### src/rtl/seg7_scan_disp.sv
// seg7_scan_disp: six-digit common-anode 7-segment scanner.
// Latches digit codes, decimal points and blank masks into a shadow
// buffer. The buffer goes live only at the frame boundary, so a frame
// never shows a mix of old and new data. The start of every digit slot
// is a dark window that suppresses ghosting.
// Ports:
//   clk, rst       : system clock; synchronous active-high reset
//   i_bcd[23:0]    : six 4-bit digit codes, digit 0 in bits [3:0]
//   i_dp[5:0]      : decimal-point enables, 1 = lit
//   i_blank[5:0]   : per-digit blank, 1 = dark
//   i_load         : one-cycle strobe that captures the three inputs above
//   o_seg[6:0]     : segments {a..g}, active-high
//   o_seg_dp       : decimal point, active-high
//   o_seg_enb[5:0] : digit enables, active-low, at most one low
//   o_frame        : one-cycle pulse on the first output cycle of digit 0
module seg7_scan_disp #(
    parameter int SCAN_DIV  = 50000,
    parameter int BLANK_CYC = 500
) (
    input  logic        clk,
    input  logic        rst,
    input  logic [23:0] i_bcd,
    input  logic [5:0]  i_dp,
    input  logic [5:0]  i_blank,
    input  logic        i_load,
    output logic [6:0]  o_seg,
    output logic        o_seg_dp,
    output logic [5:0]  o_seg_enb,
    output logic        o_frame
);

    localparam int CW = $clog2(SCAN_DIV);
    localparam logic [CW-1:0] CNT_LAST = CW'(SCAN_DIV - 1);
    localparam logic [CW-1:0] CNT_BLNK = CW'(BLANK_CYC);

    logic [CW-1:0] cnt_q, cnt_d;
    logic [2:0]    idx_q, idx_d;
    logic [23:0]   sh_bcd_q, sh_bcd_d;
    logic [5:0]    sh_dp_q, sh_dp_d;
    logic [5:0]    sh_blank_q, sh_blank_d;
    logic          pend_q, pend_d;
    logic [23:0]   act_bcd_q, act_bcd_d;
    logic [5:0]    act_dp_q, act_dp_d;
    logic [5:0]    act_blank_q, act_blank_d;
    logic [6:0]    seg_q, seg_d;
    logic          dp_q, dp_d;
    logic [5:0]    enb_q, enb_d;
    logic          frame_q, frame_d;

    logic          slot_end;
    logic          xfer;
    logic [3:0]    dig;
    logic          dig_dp;
    logic          dig_blank;

    function automatic logic [6:0] glyph(input logic [3:0] c);
        logic [6:0] g;
        case (c)
            4'h0:    g = 7'b1111110;
            4'h1:    g = 7'b0110000;
            4'h2:    g = 7'b1101101;
            4'h3:    g = 7'b1111001;
            4'h4:    g = 7'b0110011;
            4'h5:    g = 7'b1011011;
            4'h6:    g = 7'b1011111;
            4'h7:    g = 7'b1110000;
            4'h8:    g = 7'b1111111;
            4'h9:    g = 7'b1111011;
            4'hA:    g = 7'b1110111;
            4'hB:    g = 7'b0011111;
            4'hC:    g = 7'b1001110;
            4'hD:    g = 7'b0111101;
            4'hE:    g = 7'b1001111;
            default: g = 7'b1000111;
        endcase
        return g;
    endfunction

    // Digit currently being scanned, taken from the live (active) buffer.
    always_comb begin
        dig       = 4'h0;
        dig_dp    = 1'b0;
        dig_blank = 1'b1;
        case (idx_q)
            3'd0: begin
                dig = act_bcd_q[3:0];
                dig_dp = act_dp_q[0];
                dig_blank = act_blank_q[0];
            end
            3'd1: begin
                dig = act_bcd_q[7:4];
                dig_dp = act_dp_q[1];
                dig_blank = act_blank_q[1];
            end
            3'd2: begin
                dig = act_bcd_q[11:8];
                dig_dp = act_dp_q[2];
                dig_blank = act_blank_q[2];
            end
            3'd3: begin
                dig = act_bcd_q[15:12];
                dig_dp = act_dp_q[3];
                dig_blank = act_blank_q[3];
            end
            3'd4: begin
                dig = act_bcd_q[19:16];
                dig_dp = act_dp_q[4];
                dig_blank = act_blank_q[4];
            end
            3'd5: begin
                dig = act_bcd_q[23:20];
                dig_dp = act_dp_q[5];
                dig_blank = act_blank_q[5];
            end
            default: begin
                dig = 4'h0;
                dig_dp = 1'b0;
                dig_blank = 1'b1;
            end
        endcase
    end

    assign slot_end = (cnt_q == CNT_LAST);
    assign xfer     = slot_end && (idx_q == 3'd5);

    always_comb begin
        cnt_d       = cnt_q + 1'b1;
        idx_d       = idx_q;
        sh_bcd_d    = sh_bcd_q;
        sh_dp_d     = sh_dp_q;
        sh_blank_d  = sh_blank_q;
        pend_d      = pend_q;
        act_bcd_d   = act_bcd_q;
        act_dp_d    = act_dp_q;
        act_blank_d = act_blank_q;

        if (slot_end) begin
            cnt_d = '0;
            idx_d = (idx_q == 3'd5) ? 3'd0 : idx_q + 3'd1;
        end

        if (i_load) begin
            sh_bcd_d   = i_bcd;
            sh_dp_d    = i_dp;
            sh_blank_d = i_blank;
            pend_d     = 1'b1;
        end

        // A load landing on the transfer edge bypasses the shadow so it
        // is not delayed by a whole frame. The transfer consumes it, so
        // pending clears here even when i_load is high.
        if (xfer) begin
            if (i_load) begin
                act_bcd_d   = i_bcd;
                act_dp_d    = i_dp;
                act_blank_d = i_blank;
            end else if (pend_q) begin
                act_bcd_d   = sh_bcd_q;
                act_dp_d    = sh_dp_q;
                act_blank_d = sh_blank_q;
            end
            pend_d = 1'b0;
        end

        seg_d   = 7'b0;
        dp_d    = 1'b0;
        enb_d   = 6'b111111;
        frame_d = (cnt_q == '0) && (idx_q == 3'd0);
        if ((cnt_q >= CNT_BLNK) && !dig_blank) begin
            seg_d = glyph(dig);
            dp_d  = dig_dp;
            enb_d = ~(6'b000001 << idx_q);
        end
    end

    always_ff @(posedge clk) begin
        if (rst) begin
            cnt_q       <= '0;
            idx_q       <= 3'd0;
            sh_bcd_q    <= 24'h0;
            sh_dp_q     <= 6'h0;
            sh_blank_q  <= 6'h0;
            pend_q      <= 1'b0;
            act_bcd_q   <= 24'h0;
            act_dp_q    <= 6'h0;
            act_blank_q <= 6'b111111;
            seg_q       <= 7'b0;
            dp_q        <= 1'b0;
            enb_q       <= 6'b111111;
            frame_q     <= 1'b0;
        end else begin
            cnt_q       <= cnt_d;
            idx_q       <= idx_d;
            sh_bcd_q    <= sh_bcd_d;
            sh_dp_q     <= sh_dp_d;
            sh_blank_q  <= sh_blank_d;
            pend_q      <= pend_d;
            act_bcd_q   <= act_bcd_d;
            act_dp_q    <= act_dp_d;
            act_blank_q <= act_blank_d;
            seg_q       <= seg_d;
            dp_q        <= dp_d;
            enb_q       <= enb_d;
            frame_q     <= frame_d;
        end
    end

    assign o_seg     = seg_q;
    assign o_seg_dp  = dp_q;
    assign o_seg_enb = enb_q;
    assign o_frame   = frame_q;

endmodule

### config.mk
export PLATFORM = sky130hd
export DESIGN_NAME = seg7_scan_disp
export DESIGN_NICKNAME = d
export VERILOG_FILES = /design/src/rtl/seg7_scan_disp.sv
export SDC_FILE = /design/constraint.sdc
export NUM_CORES = 1
export LEC_CHECK = 0
export CORE_MARGIN = 3
export CORE_UTILIZATION = 55
export DETAILED_ROUTE_END_ITERATION = 10
export PLACE_DENSITY = 0.84
export SYNTH_ARGS = -nofsm -noshare
export SYNTH_HDL_FRONTEND = slang
export SYNTH_SLANG_ARGS = --single-unit
### constraint.sdc
create_clock -name clk -period 2.7 [get_ports clk]
set_input_delay 0.81 -clock clk [delete_from_list [all_inputs] [get_ports clk]]
set_output_delay 0.81 -clock clk [all_outputs]
set_load 0.02 [all_outputs]
==> metrics.md, run 1 <==
| Metric | Value |
|---|---|
| Run status | `finished, final reports clean` |
| Fin crit period | `2.39 ns` |
| Cell area after layout | `0.00542 mm²` |
| Leakage | `2.10 nW` |
| Setup TNS | `0 ns` |
| Non-filler cells, final | `660` |
| Num CTS Buffers | `9` |
| Synth Area per Inst | `9.04 µm²` |
| Vias/cell | `5.43` |
| Max IR drop VDD | `396 µV` |
| Largest area contributor in the netlist | `dfxtp_1` |
| Post-synth EDFFs | `0` |
| Crit-path max cell delay | `0.45 ns` |
| Die Y-Extent | `97.0 µm` |
| CTS tree | `done` |
| Post-synth ARST share | `0%` |
| # rows | `32` |
| Fill count | `640` |
| Nets | `602` |
| First-pass GRT wire length | `16.9 mm` |
| Hold Crit Depth | `2` |
| Critical Path RT | `3.00 ns` |
| HP Start | `act_dp_q[3]$_SDFFE_PP0P_` |
| Placed cell area | `0.00521 mm²` |
| Remaining antenna violation count after routing | `0` |
| Largest net degree at the start of global routing | `60` |
| CTS H-tree lvls | `3` |
| Total track usage | `21.9%` |
| Cell Area, Synth | `0.00456 mm²` |
| Clk buf depth | `2` |
| Setup repair after global routing missed its margin | `false` |
| Critical Path Sink Type | `register` |
| CP Launch Type | `register` |
| R2r worst-path depth | `10` |
| Worst EP arrival | `2.69 ns` |
| CTS root buf | `clkbuf_8` |
| Placed cells | `644` |
| Clk Latency, worst-skew pair | `0.37 ns` |
| CP Class | `reg2reg` |
| Diodes inserted | `0` |
| Dpl hpwl | `7.01 mm` |
| Core area | `0.00789 mm²` |
| Ranking of synthesized cells by area | `dfxtp_1, mux2i_1, nor2_1` |
| Seq/Total Area, Yosys | `47.0%` |
| Hold endpoint | `act_dp_q[3]$_SDFFE_PP0P_` |
| Slew headroom | `54.0%` |
| Routed WL per cell | `14.8 µm` |
| WHS | `0.480 ns` |
| Max Cap Viol | `0` |
| Fmax | `418 MHz` |
| Clk pin slew, worst setup/hold paths | `0.10 ns` |
| Number of setup buffers added after CTS | `0` |
| Starting Density | `57.8%` |
| Final WL | `9.80 mm` |
| IO Pins | `54` |
| Share of the synthesized area in the top cell type | `47.0%` |
| Overflow after GRT | `0` |
| Slew Viols, Final | `0` |
| Period utilization | `88.6%` |
| Crit-path slowest cell | `o211ai_1` |
| Syn Inst Count | `504` |
| Via count | `3586` |
| Worst path cell trace | `inv_1, nor2_1, ha_1, nand2_1, a21oi_1, o211ai_1, inv_1, ha_1, a221o_1, a21oi_1` |
| Synthesis Warnings | `0` |
| CP Max Fanout | `12` |
| Vias in the first global route | `3569` |
| Synth-to-layout area growth | `18.8%` |
| DR iter-0 viols | `151` |
| RR Endpoint | `o_seg[1]$_SDFF_PP0_` |
| Synth cell types | `53` |
| PD cells | `516 mW/mm²` |
| Final Hold Fails | `0` |
| # setup viols final | `0` |
| R2r startpoint | `idx_q[0]$_SDFFE_PP0N_` |
| Register bit total from synthesis | `107` |
| Syn Nets | `553` |
| Transition time at the pin with the least slew margin | `0.685 ns` |
| Hold Path Class | `reg2reg` |
| Fin Clk Skew | `0.00949 ns` |
| Post-route DRC violation count | `0` |
| PortBufs | `53` |
| DR pass1 iterations | `4` |
| Initial antenna violation count | `0` |
| Die Width | `97.0 µm` |
| FF-to-FF setup slack | `0.31 ns` |
| Prevailing post-synth register cell | `dfxtp_1` |
| CTS Sinks | `107` |
| Core Util, Final | `68.7%` |
| Layout cells sized above 1 | `7.35%` |
| Die footprint | `0.00942 mm²` |
| Routability cong. | `0.884` |
-- flip-flops by register name, summed over array words and instances, names as in the netlist --
name / count
act_bcd_q: 24
sh_bcd_q: 24
cnt_q: 16
o_seg: 7
act_blank_q: 6
act_dp_q: 6
o_seg_enb: 6
sh_blank_q: 6
sh_dp_q: 6
idx_q: 3
o_frame: 1
o_seg_dp: 1
pend_q: 1
-- report_power, final --
part	switching (mW)	internal, mW
clock network	0.541	0.440
registers	0.0130	1.61
logic	0.0813	0.102
-- synthesized netlist by cell type, drive strengths merged, types with 2 or more instances --
library cell	number
nand3b	2
nand3	11
clkbuf	21
nor3b	8
o311a	2
xor2	5
mux2i	45
a22o	2
or3	3
and4	2
dfxtp	107
o211ai	2
buf	9
xnor2	9
o22ai	2
nor4	5
nor4bb	2
nand2	49
a221oi	2
nor3	9
nand2b	34
mux2	3
nor2b	3
or4	3
nand4	3
ha	10
a32o	4
nor2	66
a21oi	19
a211oi	4
o21ai	33
inv	11
-- cell type report --
class                           count  area (µm²)  area share, %
Timing Repair Buffer               68         658           12.2
Clock buffer                       10         128           2.36
Inverter                           11        41.3          0.762
Clock inverter                      6        73.8           1.36
Tap cell                          102         128           2.36
Multi-Input combinational cell    356        2240           41.4
Sequential cell                   107        2140           39.6
-- critical path: cells and delay by family (launching register included) --
family                     cells  cell delay (ns)
AOI/OAI and AO/OA              4             0.96
adders and majority gates      2             0.52
DFF                            1             0.40
buffers and inverters          2             0.26
and+or+nand+nor                2             0.17
-- worst max-delay path by stage --
stage	startpoint	to	slack (ns)	cells after the start
finish	idx_q[0]$_SDFFE_PP0N_	o_seg[1]$_SDFF_PP0_	0.31	10
global route	idx_q[0]$_SDFFE_PP0N_	o_seg[0]$_SDFF_PP0_	0.02	11
CTS	idx_q[0]$_SDFFE_PP0N_	o_seg[0]$_SDFF_PP0_	0.22	11
detailed placement	idx_q[0]$_SDFFE_PP0N_	o_seg[0]$_SDFF_PP0_	0.24	11
global placement	idx_q[0]$_SDFFE_PP0N_	o_seg[0]$_SDFF_PP0_	0.35	11
floorplan	idx_q[0]$_SDFFE_PP0N_	o_seg[0]$_SDFF_PP0_	0.24	13
-- per-stage QoR --
stage               setup slack (ns)  power [mW]
global route                  0.0199        2.90
CTS                            0.218        2.82
floorplan                      0.243        1.76
detailed placement             0.243        1.85
finish                         0.308        2.79
global placement               0.349        1.84
-- repair_timing --
| action | 4_1_cts | 5_1_grt |
|---|---|---|
| gates resized for setup | 0 | 1 |
| endpoints found under the setup margin | 0 | 3 |
| endpoints found under the hold margin | 0 | 0 |
| hold buffers | 0 | 0 |
-- cell usage in the layout, fill, tap and decap left out, types with 10 or more instances in the layout --
cell,count
inv_1,11
nand2b_1,34
o21ai_0,24
dfxtp_1,106
clkdlybuf4s50_1,51
nand2_1,49
ha_1,10
nand3_1,11
nor2_1,66
buf_4,13
mux2i_1,45
a21oi_1,19
-- routing by layer --
metal | global-route usage, % | vias to the layer above | wire, µm
met5 | 0 | - | 0
met1 | 28.5 | 1649 | 4480
met2 | 35.7 | 90 | 4660
met3 | 6.99 | 16 | 515
met4 | 5.18 | 0 | 146
li1 | - | 1831 | -
-- logic make-up after synthesis --
group	synth area share [%]
simple gates	22.3
flops	47.0
compound gates	10.8
mux	10.6
buf+inv	3.79
xor+xnor	2.69
fa+ha+maj	2.74
Power figures use the tool's default switching activity.
==> run 2, diff against run 1 <==
--- a/config.mk
+++ b/config.mk
@@ -6,9 +6,9 @@
 export NUM_CORES = 1
 export LEC_CHECK = 0
 export CORE_MARGIN = 3
-export CORE_UTILIZATION = 55
+export CORE_UTILIZATION = 47
 export DETAILED_ROUTE_END_ITERATION = 10
-export PLACE_DENSITY = 0.84
+export PLACE_DENSITY = 0.74
 export SYNTH_ARGS = -nofsm -noshare
 export SYNTH_HDL_FRONTEND = slang
 export SYNTH_SLANG_ARGS = --single-unit
==> run 2 against run 1 <==
Global-route usage down 4.3 points. Non-clock buffer count is 2 lower. Via count decreased by 0.61%. First-iteration DRC count grew 110%. Sequential power hardly changed. Clock skew up 0.013 ns.
==> metrics.md, run 2 (synthesis results as in run 1) <==
| Metric | Value |
|---|---|
| Via count | `3564` |
| PostCTS Resize Cnt | `0` |
| CTS Sinks | `107` |
| Period utilization | `90.8%` |
| Core area | `0.00933 mm²` |
| Largest net degree at the start of global routing | `84` |
| # rows | `35` |
| Regs by FF count | `act_bcd_q: 24 flops, sh_bcd_q: 24 flops, cnt_q: 16 flops` |
| First-pass GRT wire length | `15.8 mm` |
| Final WL | `9.53 mm` |
| Layout cells sized above 1 | `7.01%` |
| Transition time at the pin with the least slew margin | `0.739 ns` |
| Starting Density | `48.9%` |
| Leakage | `2.09 nW` |
| Power, Total | `2.78 mW` |
| Max IR drop VDD | `355 µV` |
| IO Pins | `54` |
| Placed cell area | `0.00523 mm²` |
| Fmax | `408 MHz` |
| Final Hold Fails | `0` |
| Critical Path Sink Type | `register` |
| Dpl hpwl | `6.56 mm` |
| Multi-input logic area | `0.00224 mm²` |
| Slew headroom | `50.8%` |
| Hold Path Class | `reg2reg` |
| Vias/cell | `5.20` |
| Vias in the first global route | `3335` |
| Diodes inserted | `0` |
| Num CTS Buffers | `9` |
| Max Cap Viol | `0` |
| Setup TNS | `0 ns` |
| CP startpoint | `idx_q[0]$_SDFFE_PP0N_` |
| Most common cell after layout, fill and taps aside | `dfxtp_1` |
| Clk Latency, worst-skew pair | `0.39 ns` |
| Fin crit period | `2.45 ns` |
| Die Y-Extent | `104 µm` |
| Synth-to-layout area growth | `19.2%` |
| Critical Path RT | `2.98 ns` |
| Worst EP arrival | `2.73 ns` |
| Cell area after layout | `0.00543 mm²` |
| Remaining antenna violation count after routing | `0` |
| DR pass1 iterations | `4` |
| Fill count | `835` |
| Most frequent cells in the layout | `dfxtp_1, nor2_1, clkdlybuf4s50_1` |
| HP Start | `act_bcd_q[0]$_SDFFE_PP0P_` |
| # setup viols final | `0` |
| Routability cong. | `0.889` |
| Core Util, Final | `58.2%` |
| Number of setup buffers added after CTS | `0` |
| Overflow after GRT | `0` |
| CP Launch Type | `register` |
| Clk buf depth | `2` |
| Run status | `finished, final reports clean` |
| DR iter-0 viols | `312` |
| CP Max Fanout | `11` |
| Initial antenna violation count | `0` |
| CTS root buf | `clkbuf_8` |
| Slew Viols, Final | `0` |
| PortBufs | `53` |
| PD cells | `512 mW/mm²` |
| CP Class | `reg2reg` |
| Post-route DRC violation count | `0` |
| Hold_buf cts | `0` |
| CTS H-tree lvls | `3` |
| Total track usage | `17.6%` |
| Routed WL per cell | `13.9 µm` |
| Die footprint | `0.0109 mm²` |
| Nets | `600` |
| Clk pin slew, worst setup/hold paths | `0.11 ns` |
| Register area | `0.00214 mm²` |
| CTS tree | `done` |
| R2r startpoint | `idx_q[0]$_SDFFE_PP0N_` |
| Fin Clk Skew | `0.0225 ns` |
| Setup repair after global routing missed its margin | `false` |
| Die Width | `104 µm` |
[run 2: metrics by stage]
step / setup slack [ns] / hold WS [ns] / cells
finish: 0.248 / 0.478 / 685
global route: 0.0176 / 0.507 / 685
CTS: 0.283 / 0.476 / 685
detailed placement: 0.322 / 0.457 / 669
global placement: 0.397 / 0.453 / 669
floorplan: 0.243 / 0.438 / 504
[run 2: area by class of cell]
type | instances | share of cell area [%]
Clock buffer | 9 | 2.28
Clock inverter | 7 | 1.43
Inverter | 11 | 0.760
Multi-Input combinational cell | 356 | 41.3
Sequential cell | 107 | 39.4
Tap cell | 129 | 2.97
Timing Repair Buffer | 66 | 11.8
[run 2: routing by layer]
| metal | up-vias | GRT usage (%) | part of all wire [%] |
|---|---|---|---|
| li1 | 1832 | - | - |
| met1 | 1619 | 23.1 | 47 |
| met2 | 90 | 27.3 | 45 |
| met3 | 23 | 4.28 | 5.0 |
| met4 | 0 | 8.07 | 2.8 |
| met5 | - | 0 | 0 |
[run 2: power breakdown]
group	leakage (nW)	switching, mW	total, mW	internal (mW)
clock	0.100	0.603	0.974	0.370
sequential	0.871	0.0129	1.63	1.62
combinational	1.12	0.0802	0.182	0.102
[run 2: final timing paths]
check	endpoint	slack, ns	cells past startpoint
min	act_bcd_q[0]$_SDFFE_PP0P_	0.48	2
min reg2reg	act_bcd_q[0]$_SDFFE_PP0P_	0.48	2
max	o_seg[0]$_SDFF_PP0_	0.25	9
max reg2reg	o_seg[0]$_SDFF_PP0_	0.25	9
[run 2: worst max-delay path, cell delays in order, from the launching register on]
cell and delay [ns]:
dfxtp_1 0.55, buf_4 0.26, mux2i_1 0.25, nand3_1 0.12
o211ai_1 0.24, inv_1 0.18, ha_1 0.29, inv_1 0.10
a221oi_1 0.08, a311oi_1 0.29
